<file path="src/rtl/histogram_reader_pkg.sv">
// Shared types and width helpers for the histogram unit and its readout engine.
// Both blocks size the bin address and count totals from the same functions.
package histogram_pkg;

    typedef enum logic [2:0] {
        IDLE,
        RD,
        WT,
        OUT,
        CLR,
        FIN
    } state_t;

    function automatic int addr_width(input int max_number);
        return (max_number < 1) ? 1 : $clog2(max_number + 1);
    endfunction

    // A full scan sums at most (max_number+1) counts of size bits each.
    function automatic int total_width(input int size, input int max_number);
        return size + addr_width(max_number);
    endfunction

endpackage

</file>
<file path="src/rtl/histogram_reader_if.sv">
// Bin-memory port and (bin, count) beat stream of the histogram readout engine.
interface histogram_reader_if #(
    parameter int AW   = 7,
    parameter int SIZE = 7
);
    logic [AW-1:0]   mem_addr;
    logic            mem_rd;
    logic [SIZE-1:0] mem_data;
    logic            mem_wr;
    logic [SIZE-1:0] mem_wdata;

    logic [AW-1:0]   dout_bin;
    logic [SIZE-1:0] dout_count;
    logic            dout_valid;
    logic            dout_ready;
    logic            dout_last;

    modport master (
        output mem_addr, mem_rd, mem_wr, mem_wdata,
        output dout_bin, dout_count, dout_valid, dout_last,
        input  mem_data, dout_ready
    );

    modport slave (
        input  mem_addr, mem_rd, mem_wr, mem_wdata,
        input  dout_bin, dout_count, dout_valid, dout_last,
        output mem_data, dout_ready
    );
endinterface

</file>
<file path="src/rtl/histogram_reader.sv">
// Scans histogram bins 0..MAX_NUMBER, streams each (bin, count) beat and sums the counts.
// Optionally zeroes each bin once its beat has been accepted downstream.
//
// state | meaning
// IDLE  | waiting for START
// RD    | read strobe for the current bin
// WT    | memory returns data; capture beat and accumulate total
// OUT   | beat presented, waiting for dout_ready
// CLR   | write 0 back to the current bin
// FIN   | one-cycle DONE, then back to IDLE
module histogram_reader
    import histogram_pkg::*;
#(
    parameter int  SIZE          = 7,
    parameter int  MAX_NUMBER    = 127,
    parameter bit  CLEAR_ON_READ = 1'b1,
    localparam int AW            = addr_width(MAX_NUMBER),
    localparam int TW            = total_width(SIZE, MAX_NUMBER)
) (
    input  logic                  CLK,
    input  logic                  RST,
    input  logic                  START,
    output logic                  BUSY,
    output logic                  DONE,
    output logic [TW-1:0]         total,
    histogram_reader_if.master    bus
);

    state_t          state, state_nxt;
    logic [AW-1:0]   addr;
    logic [AW-1:0]   bin_q;
    logic [SIZE-1:0] count_q;
    logic [TW-1:0]   total_q;
    logic            at_max;
    logic            advance;

    assign at_max = (addr == AW'(MAX_NUMBER));

    always_comb begin
        state_nxt = state;
        advance   = 1'b0;
        unique case (state)
            IDLE: if (START) state_nxt = RD;
            RD:   state_nxt = WT;
            WT:   state_nxt = OUT;
            OUT: begin
                if (bus.dout_ready) begin
                    if (CLEAR_ON_READ) begin
                        state_nxt = CLR;
                    end else begin
                        advance   = 1'b1;
                        state_nxt = at_max ? FIN : RD;
                    end
                end
            end
            CLR: begin
                advance   = 1'b1;
                state_nxt = at_max ? FIN : RD;
            end
            FIN:     state_nxt = IDLE;
            default: state_nxt = IDLE;
        endcase
    end

    always_ff @(posedge CLK) begin
        if (!RST) begin
            state   <= IDLE;
            addr    <= '0;
            bin_q   <= '0;
            count_q <= '0;
            total_q <= '0;
        end else begin
            state <= state_nxt;
            case (state)
                IDLE: begin
                    if (START) begin
                        addr    <= '0;
                        total_q <= '0;
                    end
                end
                WT: begin
                    count_q <= bus.mem_data;
                    bin_q   <= addr;
                    total_q <= total_q + TW'(bus.mem_data);
                end
                default: ;
            endcase
            // Address stops at MAX_NUMBER; the scan ends there instead of wrapping.
            if (advance && !at_max)
                addr <= addr + AW'(1);
        end
    end

    assign BUSY           = (state != IDLE);
    assign DONE           = (state == FIN);
    assign total          = total_q;

    assign bus.mem_addr   = addr;
    assign bus.mem_rd     = (state == RD);
    assign bus.mem_wr     = (state == CLR);
    assign bus.mem_wdata  = '0;
    assign bus.dout_bin   = bin_q;
    assign bus.dout_count = count_q;
    assign bus.dout_valid = (state == OUT);
    assign bus.dout_last  = (state == OUT) && at_max;

endmodule

</file>
<file path="src/flat_wrapper.sv">
// flat-port wrapper written by rule: the top's interface ports become plain ports
module histogram_reader_flat import histogram_pkg::*;
#(
    parameter int  SIZE          = 7,
    parameter int  MAX_NUMBER    = 127,
    parameter bit  CLEAR_ON_READ = 1'b1,
    localparam int AW            = addr_width(MAX_NUMBER),
    localparam int TW            = total_width(SIZE, MAX_NUMBER)
)
  (CLK, RST, START, BUSY, DONE, total, bus_mem_addr, bus_mem_rd, bus_mem_wr, bus_mem_wdata, bus_dout_bin, bus_dout_count, bus_dout_valid, bus_dout_last, bus_mem_data, bus_dout_ready);
  histogram_reader_if #(.AW(7), .SIZE(SIZE)) bus_i ();
  input  logic CLK;
  input  logic RST;
  input  logic START;
  output logic BUSY;
  output logic DONE;
  output logic [TW-1:0] total;
  output wire logic [$bits(bus_i.mem_addr)-1:0] bus_mem_addr;
  output wire logic [$bits(bus_i.mem_rd)-1:0] bus_mem_rd;
  output wire logic [$bits(bus_i.mem_wr)-1:0] bus_mem_wr;
  output wire logic [$bits(bus_i.mem_wdata)-1:0] bus_mem_wdata;
  output wire logic [$bits(bus_i.dout_bin)-1:0] bus_dout_bin;
  output wire logic [$bits(bus_i.dout_count)-1:0] bus_dout_count;
  output wire logic [$bits(bus_i.dout_valid)-1:0] bus_dout_valid;
  output wire logic [$bits(bus_i.dout_last)-1:0] bus_dout_last;
  input wire logic [$bits(bus_i.mem_data)-1:0] bus_mem_data;
  input wire logic [$bits(bus_i.dout_ready)-1:0] bus_dout_ready;
  assign bus_mem_addr = bus_i.mem_addr;
  assign bus_mem_rd = bus_i.mem_rd;
  assign bus_mem_wr = bus_i.mem_wr;
  assign bus_mem_wdata = bus_i.mem_wdata;
  assign bus_dout_bin = bus_i.dout_bin;
  assign bus_dout_count = bus_i.dout_count;
  assign bus_dout_valid = bus_i.dout_valid;
  assign bus_dout_last = bus_i.dout_last;
  assign bus_i.mem_data = bus_mem_data;
  assign bus_i.dout_ready = bus_dout_ready;
  histogram_reader #(.SIZE(SIZE), .MAX_NUMBER(MAX_NUMBER), .CLEAR_ON_READ(CLEAR_ON_READ)) u_core (.CLK(CLK), .RST(RST), .START(START), .BUSY(BUSY), .DONE(DONE), .total(total), .bus(bus_i));
endmodule
</file>
<file path="config.mk">
export PLATFORM = sky130hd
export DESIGN_NAME = histogram_reader_flat
export DESIGN_NICKNAME = d
export VERILOG_FILES = /design/src/rtl/histogram_reader_pkg.sv /design/src/rtl/histogram_reader_if.sv /design/src/rtl/histogram_reader.sv /design/src/flat_wrapper.sv
export SDC_FILE = /design/constraint.sdc
export NUM_CORES = 1
export LEC_CHECK = 0
export CAP_MARGIN = 10
export CORE_MARGIN = 5
export CORE_UTILIZATION = 33
export DETAILED_ROUTE_END_ITERATION = 7
export GPL_ROUTABILITY_DRIVEN = 0
export PLACE_DENSITY = 0.65
export RECOVER_POWER = 50
export SYNTH_ARGS = -nofsm -noshare
export SYNTH_HDL_FRONTEND = slang
export SYNTH_SLANG_ARGS = --single-unit
</file>
<file path="constraint.sdc">
create_clock -name CLK -period 3.2 [get_ports CLK]
set_clock_uncertainty 0.2 [all_clocks]
set_input_delay 0.48 -clock CLK [delete_from_list [all_inputs] [get_ports CLK]]
set_output_delay 0.48 -clock CLK [all_outputs]
set_load 0.03 [all_outputs]
</file>
==> results of run 1 <==
[cell families after synthesis]
group,after synthesis
flip-flops,38
AO/OA/AOI/OAI,58
AND/OR/NAND/NOR,110
XOR/XNOR,2
other,1
multiplexers,6
buffers and inverters,27
adder cells (fa/ha/maj),9
[worst register-to-register path: stages (launching register included)]
cell	delay [ns]
dfxtp_1	0.48
inv_1	0.14
nor3_4	0.16
clkbuf_1	0.73
nand3_1	0.30
a211oi_1	0.36
mux2i_1	0.21
[state kept, by name, summed over array words and instances, names as in the netlist]
register,count
u_core.total,14
u_core.bus.dout_bin,7
u_core.bus.dout_count,7
u_core.bus.mem_addr,7
u_core.state,3
[cell usage in the layout (no fill, tap or decap), types with 8 or more instances in the layout]
cell              n
ha_1              8
nand2_1          46
nand3_1          18
nor2_1           14
o21ai_0           9
a21boi_0         17
dfxtp_1          38
clkdlybuf4s50_1  32
dlygate4sd3_1    19
a21oi_1          15
[power groups by stage]
stage	registers, uW	logic, uW	clock network (uW)
finish	498	185	342
global route	501	206	376
CTS	499	192	355
detailed placement	510	191	0
global placement	510	191	0
floorplan	524	118	0
[how the worst max path moves through the flow]
stage / depth (start not counted) / to / slack, ns
2_1_floorplan: 3 / bus_dout_last / 0.59
5_1_grt: 4 / bus_dout_last / 0.20
6_report: 4 / bus_dout_last / 0.39
3_5_place_dp: 9 / u_core.total[12] / 0.20
4_1_cts: 4 / bus_dout_last / 0.35
3_3_place_gp: 9 / u_core.total[12] / 0.25
[per-layer routing]
metal  routed length [um]  GRT usage [%]  up-vias
met4                   23           3.43        0
li1                     -              -      954
met2                 2400           24.7       43
met3                  285           3.91        2
met1                 2140           15.7      841
met5                    0              0        -
[area by class of cell]
cell class	instances	share of cell area [%]
Clock inverter	1	0.188
Clock buffer	7	3.24
Inverter	8	1.13
Timing Repair Buffer	56	20.3
Tap cell	75	3.52
Sequential cell	38	28.6
Multi-Input combinational cell	192	43.0
[per-stage QoR]
stage	hold WS, ns	instances
after floorplan	0.389	257
after global routing	0.297	377
after detailed placement	0.258	369
after global placement	0.251	369
after CTS	0.268	377
final	0.260	377
==> metrics.cfg, run 1 <==
[placed_design]
dp_slack_ns=0.202
io_buffers=51
dpl_cell_area_um2=2580
dpl.hpwl_mm=3.52

[setup_path]
crit_chain=ha_1 -> nand4_1 -> nor4_1 -> clkdlybuf4s50_1
worst_ep_required_time_ns=2.52
end_kind=output port
worstPathArrival_ns=2.13
startpoint_type=flip-flop
path_buf_inv=1
startpoint=u_core.bus.mem_addr[0]
reg2reg_depth=6
crit_family=buffers and inverters
critPathMaxFanout=6
slowest_delay_ns=0.72
r2r_slack_ns=0.58
reg2reg_from=u_core.state[1]
worstSetupPathType=flip-flop to output port
rr_endpoint=u_core.total[11]
critPathSlowestCell=clkdlybuf4s50_1

[drt]
via_per_inst=4.88
routed_wl_mm=4.85
drt_first_pass_iters=4
vias=1840
drtIter0Drc=67
drc_errors=0
wl_per_cell_um=12.9
postRouteAntennaNets=0

[die]
fp.dieH_um=88.4
coreArea_um2=5960
design.die.area_um2=7810
start_util_pct=34.0
io_pins=59
num_rows=28
die_w_um=88.4

[cells_and_area]
seqCellArea_um2=761
fillers=644
syn_to_final_growth_pct=31.4
multiInputGateArea_um2=1150
antenna-diode-count=0
final_net_count=321
drive_gt1_share_pct=5.63
stdcell_area_um2=2660
fin_util_pct=44.7

[clock_network]
clock_sinks=38
path_clk_slew_ns=0.07
ctsHoldBuffers=0
cts_setup_buffers=0
cts_resized=0
htreeDepth=2
clock_latency_ns=0.28
cts_tree=yes
numCtsBuffers=5
cts_root_buf=clkbuf_8
clock_path_buffers=2

[logic_synthesis]
yosys.area_share.simple_pct=26.3
synth_most_common_cell=nand2_1
ys_seq_area_share_pct=37.6
synth_ff_type=dfxtp_1
synth_compound_area_share_pct=19.2
synth.top_cells.by_count=46 x nand2_1, 38 x dfxtp_1, 18 x nand3_1
synth_edf_count=0
synth_top_cells_by_area=dfxtp_1 38%, nand2_1 8.5%, a21boi_0 6.3%
syn_inst=251
synth_top_family_by_area=simple AND/OR/NAND/NOR gates
ys_warn_count=0
ys_types=41
yosys-mux-area-fraction_pct=2.96
synthXorXnorAreaFrac_pct=0.865
yosysTopAreaCell=dfxtp_1
synth.avg_cell_area_um2=8.07
synthAdderAreaFrac_pct=5.93
ys_ff_latch=38
syn_area_um2=2030
async_flop_share_pct=0
synth_top_area_share_pct=37.6

[global_routing]
antenna_found_initial=0
grt_pass1_wl_mm=8.43
grt_pass1_vias=1808
grtUsageTotal_pct=13.6
grt_max_degree=24
grt_overflow_total=0

[sta]
worstMarginPinSlew_ns=0.949
tns_ns=0
fin_ws_ns=0.394
hold_viol_final=0
setup_viol=0
maxSlewHeadroom_pct=36.7
fmax_ghz=0.356
fin_crit_sh_pct=87.7
post-route-min-period_ns=2.81
slew_violations=0
grt_setup_unrepaired=no

[pwr]
leakagePower_uw=0.000998
p_seq_share_pct=48.6
combinationalPowerShare_pct=18.1
p_per_area_nw_per_um2=385
vdd_drop_max_mv=0.161
internal_power_uw=730
p_sw_share_pct=28.8
clock_power_share_pct=33.4
switchingPower_uw=296
p_total_uw=1030

[min_path]
holdCritPathClass=flip-flop to flip-flop
worstHoldPathCells=2
holdPathEnd=u_core.bus.dout_bin[3]
hold_start=u_core.bus.dout_bin[3]

[flow_run]
drv_cap=0

[status]
outcome=finished, final reports clean

Power figures use the tool's default switching activity.
==> inputs of run 2 (changes only) <==
- PLACE_DENSITY: 0.65 -> 0.66
==> run 2 against run 1 <==
Sequential power barely moved. First-iteration DRC count rose by 64%. Final area rose by 0.99%. Wire length rose by 1.1%. Count of clock-buffer cells in the layout up 1. Sequential share of layout area shrank 0.28 points. Die area stayed put. Non-clock buffer count grew 1. Total power increased by 4.5%. Sequential cell count is the same. Critical endpoint unchanged. Largest power group unchanged.
==> metrics.cfg, run 2 (synthesis gave the netlist of run 1 again) <==
[drt]
drc_errors=0
wl_per_cell_um=13.0
routed_wl_mm=4.90
postRouteAntennaNets=0
drtIter0Drc=110
vias=1872
drt_first_pass_iters=4
via_per_inst=4.95

[cells_and_area]
fillers=606
stdcell_area_um2=2690
seqCellArea_um2=761
multiInputGateArea_um2=1150
fin_util_pct=45.1
mostFrequentLayoutCells=46 x nand2_1, 38 x dfxtp_1, 31 x clkdlybuf4s50_1
drive_gt1_share_pct=6.27
final_net_count=322
antenna-diode-count=0
largest_register_ffs=14
syn_to_final_growth_pct=32.7
final_common_cell=nand2_1

[clock_network]
clock_path_buffers=2
cts_setup_buffers=0
cts_root_buf=clkbuf_8
cts_tree=yes
htreeDepth=2
path_clk_slew_ns=0.07
clock_sinks=38
clock_latency_ns=0.28
cts_resized=0
numCtsBuffers=5
ctsHoldBuffers=0

[die]
coreArea_um2=5960
design.die.area_um2=7810
start_util_pct=34.0
die_w_um=88.4
num_rows=28
fp.dieH_um=88.4
io_pins=59

[sta]
setup_viol=0
slew_violations=0
worstMarginPinSlew_ns=0.973
hold_viol_final=0
fin_crit_sh_pct=89.6
grt_setup_unrepaired=no
maxSlewHeadroom_pct=35.2
tns_ns=0
fmax_ghz=0.349
post-route-min-period_ns=2.87

[min_path]
hold_start=u_core.bus.dout_bin[6]
holdPathEnd=u_core.bus.dout_bin[6]
holdCritPathClass=flip-flop to flip-flop
worstHoldPathCells=2

[global_routing]
grt_pass1_vias=1787
grt_overflow_total=0
grt_max_degree=23
grtUsageTotal_pct=13.2
antenna_found_initial=0
grt_pass1_wl_mm=8.21

[setup_path]
critPathMaxFanout=6
startpoint_type=flip-flop
worstPathArrival_ns=2.19
worstSetupPathType=flip-flop to output port
reg2reg_from=u_core.total[0]
end_kind=output port
worst_ep_required_time_ns=2.52
r2r_slack_ns=0.93
rr_endpoint=u_core.total[12]
reg2reg_depth=8

[placed_design]
io_buffers=51
dpl.hpwl_mm=3.54
dpl_cell_area_um2=2590

[flow_run]
drv_cap=0

[pwr]
leakagePower_uw=0.00101
p_per_area_nw_per_um2=399
vdd_drop_max_mv=0.259
p_total_uw=1070

[status]
outcome=finished, final reports clean

[run 2: cell types whose count changed in the layout (fill, tap and decap cells not counted), sizes merged]
| cell | before | now |
|---|---|---|
| buf | 3 | 4 |
| clkbuf | 9 | 10 |
| clkdlybuf4s50 | 32 | 31 |
| clkinv | 1 | 0 |
| dlygate4sd3 | 19 | 20 |
[run 2: layer usage]
layer / share of wire [%] / global-route usage [%] / vias up
li1: - / - / 954
met1: 45 / 16.2 / 860
met2: 48 / 22.2 / 54
met3: 6.5 / 3.54 / 4
met4: 0.94 / 4.40 / 0
met5: 0 / 0 / -
[run 2: critical path: stages, from the launching register on]
cell and delay [ns]:
dfxtp_1 0.43, ha_1 0.24, nand4_1 0.23, nor4_1 0.27
clkdlybuf4s50_1 0.74
[run 2: layout make-up]
class,instances,share of cell area (%)
inverters,8,1.12
multi-input cells,192,42.6
repair buffers,57,20.4
well taps,75,3.49
clock buffers,8,4.09
flip-flops and latches,38,28.3
[run 2: worst max path at each step]
stage | startpoint | cells after the start | slack (ns) | endpoint
after floorplan | u_core.bus.mem_addr[0] | 3 | 0.59 | bus_dout_last
after global placement | bus_mem_data[0] | 9 | 0.34 | u_core.total[12]
after detailed placement | bus_mem_data[0] | 9 | 0.29 | u_core.total[12]
after CTS | u_core.bus.mem_addr[0] | 4 | 0.30 | bus_dout_last
after global routing | u_core.bus.mem_addr[0] | 4 | 0.18 | bus_dout_last
final | u_core.bus.mem_addr[0] | 4 | 0.33 | bus_dout_last
[run 2: power breakdown]
part / internal [uW] / leakage, uW / switching (uW) / total (uW)
Clock: 218 / 0.0000575 / 168 / 386
Sequential: 486 / 0.000308 / 12.4 / 498
Combinational: 70.9 / 0.000649 / 116 / 187
Total: 774 / 0.00101 / 297 / 1070
[run 2: through the flow]
step	hold WS, ns	worst slack, ns	instances
after floorplan	0.389	0.585	257
after global placement	0.248	0.336	370
after detailed placement	0.255	0.286	370
after CTS	0.266	0.299	378
after global routing	0.288	0.176	378
final	0.259	0.333	378
